[config.mk]
export PLATFORM = sky130hd
export DESIGN_NAME = alu_ctl_flat
export DESIGN_NICKNAME = d
export VERILOG_FILES = /design/src/rtl/alu_ctl_pkg.sv /design/src/rtl/alu_ctl_if.sv /design/src/rtl/alu_settle_timer.sv /design/src/rtl/alu_ctl.sv /design/src/flat_wrapper.sv
export SDC_FILE = /design/constraint.sdc
export NUM_CORES = 1
export LEC_CHECK = 0
export ABC_AREA = 1
export ABC_CLOCK_PERIOD_IN_PS = 1200
export CAP_MARGIN = 20
export CORE_ASPECT_RATIO = 1.25
export CORE_MARGIN = 5
export CORE_UTILIZATION = 37
export CTS_BUF_LIST = sky130_fd_sc_hd__clkbuf_4 sky130_fd_sc_hd__clkbuf_8
export CTS_CLUSTER_DIAMETER = 60
export DETAILED_ROUTE_END_ITERATION = 7
export GPL_TIMING_DRIVEN = 0
export MAX_ROUTING_LAYER = met4
export PLACE_DENSITY = 0.77
export SYNTH_ARGS = -nofsm -noshare
export SYNTH_HDL_FRONTEND = slang
export SYNTH_SLANG_ARGS = --single-unit
[constraint.sdc]
create_clock -name clk -period 1.2 [get_ports clk]
set_input_delay 0.24 -clock clk [delete_from_list [all_inputs] [get_ports clk]]
set_output_delay 0.24 -clock clk [all_outputs]
set_load 0.005 [all_outputs]
[src/rtl/alu_ctl_pkg.sv]
// rtl/alu_ctl_pkg.sv - shared ALU definitions: state encoding, op codes, settle default
package alu_ctl_pkg;

    localparam int SETTLE_CYCLES_DEF = 3;
    localparam int CNT_W             = 4;

    typedef enum logic [1:0] {
        ST_IDLE   = 2'd0,
        ST_SETTLE = 2'd1,
        ST_DRIVE  = 2'd2
    } alu_state_t;

    localparam logic [2:0] OP_ADD  = 3'd0;
    localparam logic [2:0] OP_SUB  = 3'd1;
    localparam logic [2:0] OP_AND  = 3'd2;
    localparam logic [2:0] OP_OR   = 3'd3;
    localparam logic [2:0] OP_XOR  = 3'd4;
    localparam logic [2:0] OP_SHL  = 3'd5;
    localparam logic [2:0] OP_SHR  = 3'd6;
    localparam logic [2:0] OP_PASS = 3'd7;

    // Counter preload: the counter reaches zero on the last settle cycle.
    function automatic logic [CNT_W-1:0] settle_load(input int cycles);
        return CNT_W'(cycles - 1);
    endfunction

endpackage

[src/rtl/alu_ctl_if.sv]
// rtl/alu_ctl_if.sv - IBus / ALU ROM signal bundle for alu_ctl
interface alu_ctl_if;

    logic [15:0] ibus_in;
    logic        wb;
    logic [15:0] ac;
    logic [2:0]  op;
    logic        start;
    logic        clr_l;
    logic        clr_v;
    logic [15:0] rom_a;
    logic [15:0] rom_b;
    logic [2:0]  rom_op;
    logic        rom_fl;
    logic        rom_nsetl;
    logic        rom_flout;
    logic        rom_nsetv;
    logic        rom_fvout;
    logic        nromoe;
    logic        busy;
    logic        done;
    logic        fl;
    logic        fv;

    modport master (
        output ibus_in, wb, ac, op, start, clr_l, clr_v,
               rom_nsetl, rom_flout, rom_nsetv, rom_fvout,
        input  rom_a, rom_b, rom_op, rom_fl, nromoe, busy, done, fl, fv
    );

    modport slave (
        input  ibus_in, wb, ac, op, start, clr_l, clr_v,
               rom_nsetl, rom_flout, rom_nsetv, rom_fvout,
        output rom_a, rom_b, rom_op, rom_fl, nromoe, busy, done, fl, fv
    );

endinterface

[src/rtl/alu_settle_timer.sv]
// rtl/alu_settle_timer.sv - loadable down-counter timing the operand settle window
module alu_settle_timer
    import alu_ctl_pkg::*;
(
    input  logic             clk,
    input  logic             reset,
    input  logic             load,
    input  logic [CNT_W-1:0] load_val,
    input  logic             dec,
    output logic             zero
);

    logic [CNT_W-1:0] count;

    // Load on op start, count down while settling, never wrap below zero.
    always_ff @(posedge clk) begin
        if (reset) begin
            count <= '0;
        end else if (load) begin
            count <= load_val;
        end else if (dec && (count != '0)) begin
            count <= count - 1'b1;
        end
    end

    assign zero = (count == '0);

endmodule

[src/rtl/alu_ctl.sv]
// rtl/alu_ctl.sv - ALU ROM sequencer: operand hold, settle, result drive, L/V flags
module alu_ctl
    import alu_ctl_pkg::*;
#(
    parameter int SETTLE_CYCLES = SETTLE_CYCLES_DEF
) (
    input  logic      clk,
    input  logic      reset,
    alu_ctl_if.slave  bus
);

    alu_state_t  state;
    logic [15:0] a_reg;
    logic [15:0] b_reg;
    logic [2:0]  op_reg;
    logic        l_flag;
    logic        v_flag;
    logic        busy_r;
    logic        done_r;
    logic        nromoe_r;
    logic        cnt_zero;
    logic        idle;
    logic        start_go;
    logic        in_drive;

    assign idle     = (state == ST_IDLE);
    assign in_drive = (state == ST_DRIVE);
    assign start_go = idle && bus.start;

    alu_settle_timer u_timer (
        .clk      (clk),
        .reset    (reset),
        .load     (start_go),
        .load_val (settle_load(SETTLE_CYCLES)),
        .dec      (state == ST_SETTLE),
        .zero     (cnt_zero)
    );

    // Sequencer: captures A/OP on start, waits out the settle window, drives the result for one cycle.
    always_ff @(posedge clk) begin
        if (reset) begin
            state    <= ST_IDLE;
            a_reg    <= '0;
            op_reg   <= '0;
            busy_r   <= 1'b0;
            done_r   <= 1'b0;
            nromoe_r <= 1'b1;
        end else begin
            case (state)
                ST_IDLE: begin
                    if (bus.start) begin
                        a_reg  <= bus.ac;
                        op_reg <= bus.op;
                        busy_r <= 1'b1;
                        state  <= ST_SETTLE;
                    end
                end
                ST_SETTLE: begin
                    if (cnt_zero) begin
                        done_r   <= 1'b1;
                        nromoe_r <= 1'b0;
                        state    <= ST_DRIVE;
                    end
                end
                ST_DRIVE: begin
                    done_r   <= 1'b0;
                    nromoe_r <= 1'b1;
                    busy_r   <= 1'b0;
                    state    <= ST_IDLE;
                end
                default: begin
                    done_r   <= 1'b0;
                    nromoe_r <= 1'b1;
                    busy_r   <= 1'b0;
                    state    <= ST_IDLE;
                end
            endcase
        end
    end

    // B operand loads from the IBus only when idle so it stays frozen for a running op.
    always_ff @(posedge clk) begin
        if (reset) begin
            b_reg <= '0;
        end else if (idle && bus.wb) begin
            b_reg <= bus.ibus_in;
        end
    end

    // Flags take the ROM result at the end of DRIVE; that update beats a same-edge clear.
    always_ff @(posedge clk) begin
        if (reset) begin
            l_flag <= 1'b0;
            v_flag <= 1'b0;
        end else begin
            if (in_drive && !bus.rom_nsetl) begin
                l_flag <= bus.rom_flout;
            end else if (bus.clr_l) begin
                l_flag <= 1'b0;
            end
            if (in_drive && !bus.rom_nsetv) begin
                v_flag <= bus.rom_fvout;
            end else if (bus.clr_v) begin
                v_flag <= 1'b0;
            end
        end
    end

    assign bus.rom_a  = a_reg;
    assign bus.rom_b  = b_reg;
    assign bus.rom_op = op_reg;
    assign bus.rom_fl = l_flag;
    assign bus.nromoe = nromoe_r;
    assign bus.busy   = busy_r;
    assign bus.done   = done_r;
    assign bus.fl     = l_flag;
    assign bus.fv     = v_flag;

endmodule

[src/flat_wrapper.sv]
// flat-port wrapper written by rule: the top's interface ports become plain ports
module alu_ctl_flat import alu_ctl_pkg::*;
#(
    parameter int SETTLE_CYCLES = SETTLE_CYCLES_DEF
)
  (clk, reset, bus_ibus_in, bus_wb, bus_ac, bus_op, bus_start, bus_clr_l, bus_clr_v, bus_rom_nsetl, bus_rom_flout, bus_rom_nsetv, bus_rom_fvout, bus_rom_a, bus_rom_b, bus_rom_op, bus_rom_fl, bus_nromoe, bus_busy, bus_done, bus_fl, bus_fv);
  alu_ctl_if bus_i ();
  input  logic clk;
  input  logic reset;
  input wire logic [$bits(bus_i.ibus_in)-1:0] bus_ibus_in;
  input wire logic [$bits(bus_i.wb)-1:0] bus_wb;
  input wire logic [$bits(bus_i.ac)-1:0] bus_ac;
  input wire logic [$bits(bus_i.op)-1:0] bus_op;
  input wire logic [$bits(bus_i.start)-1:0] bus_start;
  input wire logic [$bits(bus_i.clr_l)-1:0] bus_clr_l;
  input wire logic [$bits(bus_i.clr_v)-1:0] bus_clr_v;
  input wire logic [$bits(bus_i.rom_nsetl)-1:0] bus_rom_nsetl;
  input wire logic [$bits(bus_i.rom_flout)-1:0] bus_rom_flout;
  input wire logic [$bits(bus_i.rom_nsetv)-1:0] bus_rom_nsetv;
  input wire logic [$bits(bus_i.rom_fvout)-1:0] bus_rom_fvout;
  output wire logic [$bits(bus_i.rom_a)-1:0] bus_rom_a;
  output wire logic [$bits(bus_i.rom_b)-1:0] bus_rom_b;
  output wire logic [$bits(bus_i.rom_op)-1:0] bus_rom_op;
  output wire logic [$bits(bus_i.rom_fl)-1:0] bus_rom_fl;
  output wire logic [$bits(bus_i.nromoe)-1:0] bus_nromoe;
  output wire logic [$bits(bus_i.busy)-1:0] bus_busy;
  output wire logic [$bits(bus_i.done)-1:0] bus_done;
  output wire logic [$bits(bus_i.fl)-1:0] bus_fl;
  output wire logic [$bits(bus_i.fv)-1:0] bus_fv;
  assign bus_i.ibus_in = bus_ibus_in;
  assign bus_i.wb = bus_wb;
  assign bus_i.ac = bus_ac;
  assign bus_i.op = bus_op;
  assign bus_i.start = bus_start;
  assign bus_i.clr_l = bus_clr_l;
  assign bus_i.clr_v = bus_clr_v;
  assign bus_i.rom_nsetl = bus_rom_nsetl;
  assign bus_i.rom_flout = bus_rom_flout;
  assign bus_i.rom_nsetv = bus_rom_nsetv;
  assign bus_i.rom_fvout = bus_rom_fvout;
  assign bus_rom_a = bus_i.rom_a;
  assign bus_rom_b = bus_i.rom_b;
  assign bus_rom_op = bus_i.rom_op;
  assign bus_rom_fl = bus_i.rom_fl;
  assign bus_nromoe = bus_i.nromoe;
  assign bus_busy = bus_i.busy;
  assign bus_done = bus_i.done;
  assign bus_fl = bus_i.fl;
  assign bus_fv = bus_i.fv;
  alu_ctl #(.SETTLE_CYCLES(SETTLE_CYCLES)) u_core (.clk(clk), .reset(reset), .bus(bus_i));
endmodule
Word-level counts from Yosys, hierarchy flattened
Index checks and enable logic that the tools add are counted.

word-level totals
  flip-flop bits (word level) = 46
  input port bits = 45
  logic and storage cells = 51

operators by class
  add/sub/neg operators = 1
  equal/unequal tests = 4
  mux-type cells = 15
  bitwise operators = 2
  reduce and logical (&&, ||, !) cells = 18

operators by type and width
  operator               number
  $mux W2                4
  $reduce_and A2 Y1      4
  $mux W1                7
  $pmux W1 S2            3
  $reduce_bool A2 Y1     3
  $logic_and A1 B1 Y1    5
  $logic_not A4 Y1       1
  $pmux W2 S2            1
  $reduce_bool A4 Y1     1
  $sub A4 B1 Y4 const B  1
  $eq A2 B1 Y1 const B   1
  $eq A2 B2 Y1 const B   1
  $logic_not A1 Y1       2
  $logic_not A2 Y1       1
  $ne A2 B1 Y1 const B   1
  $ne A2 B2 Y1 const B   1
  $not A1 Y1             2
  $reduce_or A2 Y1       1

Depth between registers and ports, before layout
  depth after elaboration = 4
  gate-level depth with buffers = 7
  depth with buffers taken out = 7

Hierarchy
Synthesis repeated with hierarchy kept, for this count alone.

second synthesis, totals
  cells, all modules = 311
  area total of the unflattened synthesis = 2143.3 um^2

modules (own cells, without submodules)
  module            times used  cells each  area an instance (um^2)
  alu_ctl           1           270         1869.3
  alu_settle_timer  1           41          274.0

Worst setup path after synthesis
Ideal clock, no wire load.

  path kind = flip-flop to flip-flop
  start = reg u_core.u_timer.count[0]
  end = reg u_core.done_r (netlist: u_core.bus.done)
  setup time = 0.126 ns
  arrival = 1.034 ns
  slack = 0.040 ns
  stages on the path, launching flop included = 7
  buffers on the path = 0
  period minus slack after synthesis = 1.160 ns
  cells stage by stage = dfxtp_1 > inv_1 > ha_1 > nand2_1 > nand2_2 > o21ai_0 > a21oi_1

between the ends
  longest elaborated chain between the ends = 3

ends and longest elaborated chain
  element                      RTL line                text
  start: declaration           alu_settle_timer.sv:13  logic [CNT_W-1:0] count;
  start signal: assignment     alu_settle_timer.sv:20  count <= load_val;
  start signal: assignment     alu_settle_timer.sv:22  count <= count - 1'b1;
  $logic_not A4 Y1             alu_settle_timer.sv:26  assign zero = (count == '0);
  $ne A2 B1 Y1 (no line)       n/a
  $reduce_and A2 Y1 (no line)  n/a
  end signal: assignment       alu_ctl.sv:46           done_r <= 1'b0;
  end signal: assignment       alu_ctl.sv:60           done_r <= 1'b1;
  end signal: assignment       alu_ctl.sv:66           done_r <= 1'b0;
  end: declaration             alu_ctl.sv:19           logic done_r;

No other way between the ends.
A chain may end at the register's enable or synchronous reset.

Final worst setup path
  start = reg u_core.state[1]
  end = reg u_core.b_reg[2] (netlist: u_core.bus.rom_b[2])

between the ends
  longest elaborated chain between the ends = 2

ends and longest elaborated chain
  element                   RTL line       text
  start: declaration        alu_ctl.sv:12  alu_state_t state;
  start signal: assignment  alu_ctl.sv:42  state <= ST_IDLE;
  start signal: assignment  alu_ctl.sv:55  state <= ST_SETTLE;
  start signal: assignment  alu_ctl.sv:62  state <= ST_DRIVE;
  $logic_not A2 Y1          alu_ctl.sv:26  assign idle = (state == ST_IDLE);
  $logic_and A1 B1 Y1       alu_ctl.sv:85  end else if (idle && bus.wb) begin
  end signal: assignment    alu_ctl.sv:86  b_reg <= bus.ibus_in;
  end: declaration          alu_ctl.sv:14  logic [15:0] b_reg;

No other way between the ends.

==> out/results.ini <==
[power]
p_leak_uw = 0.00129
irDropWorstVdd_mv = 0.779
power_density_nw_per_um2 = 1340

[timing]
finalCritPeriodShare_pct = 95.5
rsz0062_at_grt = yes
finalCriticalPeriod_ps = 1150
skew_ps = 7.92
maxSlewViolCount = 0
finalSetupViolations = 0
fmax_ghz = 0.872
setup_ws_ps = 53.6
hold_viol = 0
slew_headroom_pct = 77.6
worstMarginPinSlew_ps = 337

[synth]
ys_warn_count = 0
seq_area_frac_synth_pct = 52.1
syn_area_um2 = 1770
synth_area_per_cell_um2 = 8.04
synth_nets = 266
synth_cell_types = 24
synthCells = 220
ys_ff_latch = 46

[detailed_routing]
avgRoutedWirePerCell_um = 12.0
antenna_left = 0
wirelength_um = 4480
drt_iter0_markers = 60
first_pass_iters = 4
drc = 0
viasPerCell = 4.51
num_vias = 1684

[setup_path]
worstPathRequired_ps = 1390
critPathMaxStageDelay_ps = 380
crit_path_start = u_core.state[1]
worstReg2RegStart = u_core.state[1]
end_kind = register
critical-path-top-delay-family = flip-flops
cp_slowest_cell = dfxtp_4
worst-path-buf-inv = 1
arrival_ps = 1340
critical_path_class = register to register
critPathMaxFanout = 10
start_kind = register
path_cells = nor2_4, nand2_4, buf_4, o21ai_0, nor2_1

[hold_path]
hold_path.class = input pin to register
hp-start = reset

[global_routing]
busiest_layer = met2
track_usage_pct = 15.5
grt_max_degree = 14
grt_antenna_before_repair = 0
grt_pass1_vias = 1682
grtUsageMet1_pct = 15.4
met3_usage_pct = 4.62
grt_pass1_wl_um = 7450
gr-total-overflow = 0
use_met2_pct = 27.6

[clock_network]
clk_pin_slew_ps = 80
cts_root_buffer = clkbuf_8
clock_latency_ps = 300
post-cts-setup-buffer-count = 0
htreeDepth = 2
numClockSinks = 46
cts_made_buffers = 5
cts_tree = yes
clock_tree.buffer_depth = 2

[die]
core_area_um2 = 4690
rows = 28
fp.dieW_um = 71.9
die_h_um = 87.3
pin_count = 86
start_util_pct = 37.7
die-area_um2 = 6270

[final_layout]
utilization_pct = 59.5
final_common_cell = nor2_1
antennaDiodeCount = 0
layout-drive-gt1-share_pct = 17.6
final_cells = 373
fin_nets = 358
syn_to_final_growth_pct = 58.0
layout_common_cells = nor2_1 (64), clkdlybuf4s50_1 (43), dlygate4sd2_1 (39)

[place]
placedCellCount = 365
io_buffers = 85
dpl.hpwl_um = 3500
place_ws_ps = -456
gp_congestion = 0.827

[flow_run]
max-cap-violations = 0

[run_status]
status = completed

==> registers in the layout, summed over array words and instances (netlist names) <==
| signal | cells |
|---|---|
| u_core.bus.busy | 1 |
| u_core.bus.done | 1 |
| u_core.bus.fl | 1 |
| u_core.bus.fv | 1 |
| u_core.bus.nromoe | 1 |
| u_core.bus.rom_a | 16 |
| u_core.bus.rom_b | 16 |
| u_core.bus.rom_op | 3 |
| u_core.state | 2 |
| u_core.u_timer.count | 4 |
==> timing repair <==
item / 4_1_cts / 5_1_grt
pin swaps: 2 / 3
endpoints found under the setup margin: 67 / 28
resized for setup: 59 / 11
hold endpoints to repair: 0 / 0
hold buffers: 0 / 0
==> worst reg2reg max path, stage by stage, from the launching register on <==
cell	delay, ps
dfxtp_4	380
nor2_4	160
nand2_4	110
buf_4	180
o21ai_0	160
nor2_1	60
==> layout make-up <==
cell class                      count  area [um^2]
Buffer                             10         81.3
Clock buffer                        8          110
Fill cell                         467         1900
Inverter                           12         50.0
Multi-Input combinational cell    152          738
Sequential cell                    46          941
Tap cell                           60         75.1
Timing Repair Buffer               85          800
==> cells in the mapped netlist (all sizes together) <==
cell | number | area share, %
nand2 | 23 | 6.0
nor2 | 75 | 18
buf | 9 | 4.2
dfxtp | 46 | 52
nand4 | 2 | 0.71
ha | 1 | 0.71
nand3b | 2 | 0.85
inv | 12 | 2.8
nand3 | 8 | 2.3
o21ai | 37 | 10
a21oi | 3 | 1.1
nor3 | 1 | 0.28
clkbuf | 1 | 0.21
==> per-stage QoR <==
step | instance area, um^2 | hold WS (ps) | power, uW | setup TNS [ps]
detailed placement | 2700 | 435 | 2780 | -13830
finish | 2800 | 425 | 3750 | 0
global route | 2800 | 430 | 3960 | -71.8
CTS | 2770 | 423 | 3760 | 0
global placement | 2700 | 430 | 2760 | -12510
floorplan | 1770 | 312 | 2250 | 0
==> routing by layer <==
| metal | routed length [um] | vias to the layer above |
|---|---|---|
| li1 | - | 884 |
| met4 | 123 | 0 |
| met2 | 2300 | 41 |
| met5 | 0 | - |
| met1 | 1810 | 749 |
| met3 | 245 | 10 |
==> where the power goes <==
| group | internal [uW] | total [uW] | switching, uW |
|---|---|---|---|
| clock network | 582 | 1080 | 500 |
| registers | 1700 | 1780 | 84.2 |
| logic | 464 | 886 | 421 |
==> path summary, 6_finish.rpt <==
check,to,slack (ps),depth (start not counted)
setup / recovery,u_core.bus.rom_b[2],50,5
hold / removal,u_core.bus.fl,420,2
setup reg to reg,u_core.bus.rom_b[2],50,5
hold reg to reg,u_core.bus.rom_a[1],440,2
==> kinds of logic after synthesis <==
logic type,share of synthesized area [%]
DFF,52.1
AOI/OAI and AO/OA,11.5
adders and majority gates,0.707
and+or+nand+nor,28.4
buffers and inverters,7.28
(Power assumes the default switching activity.)
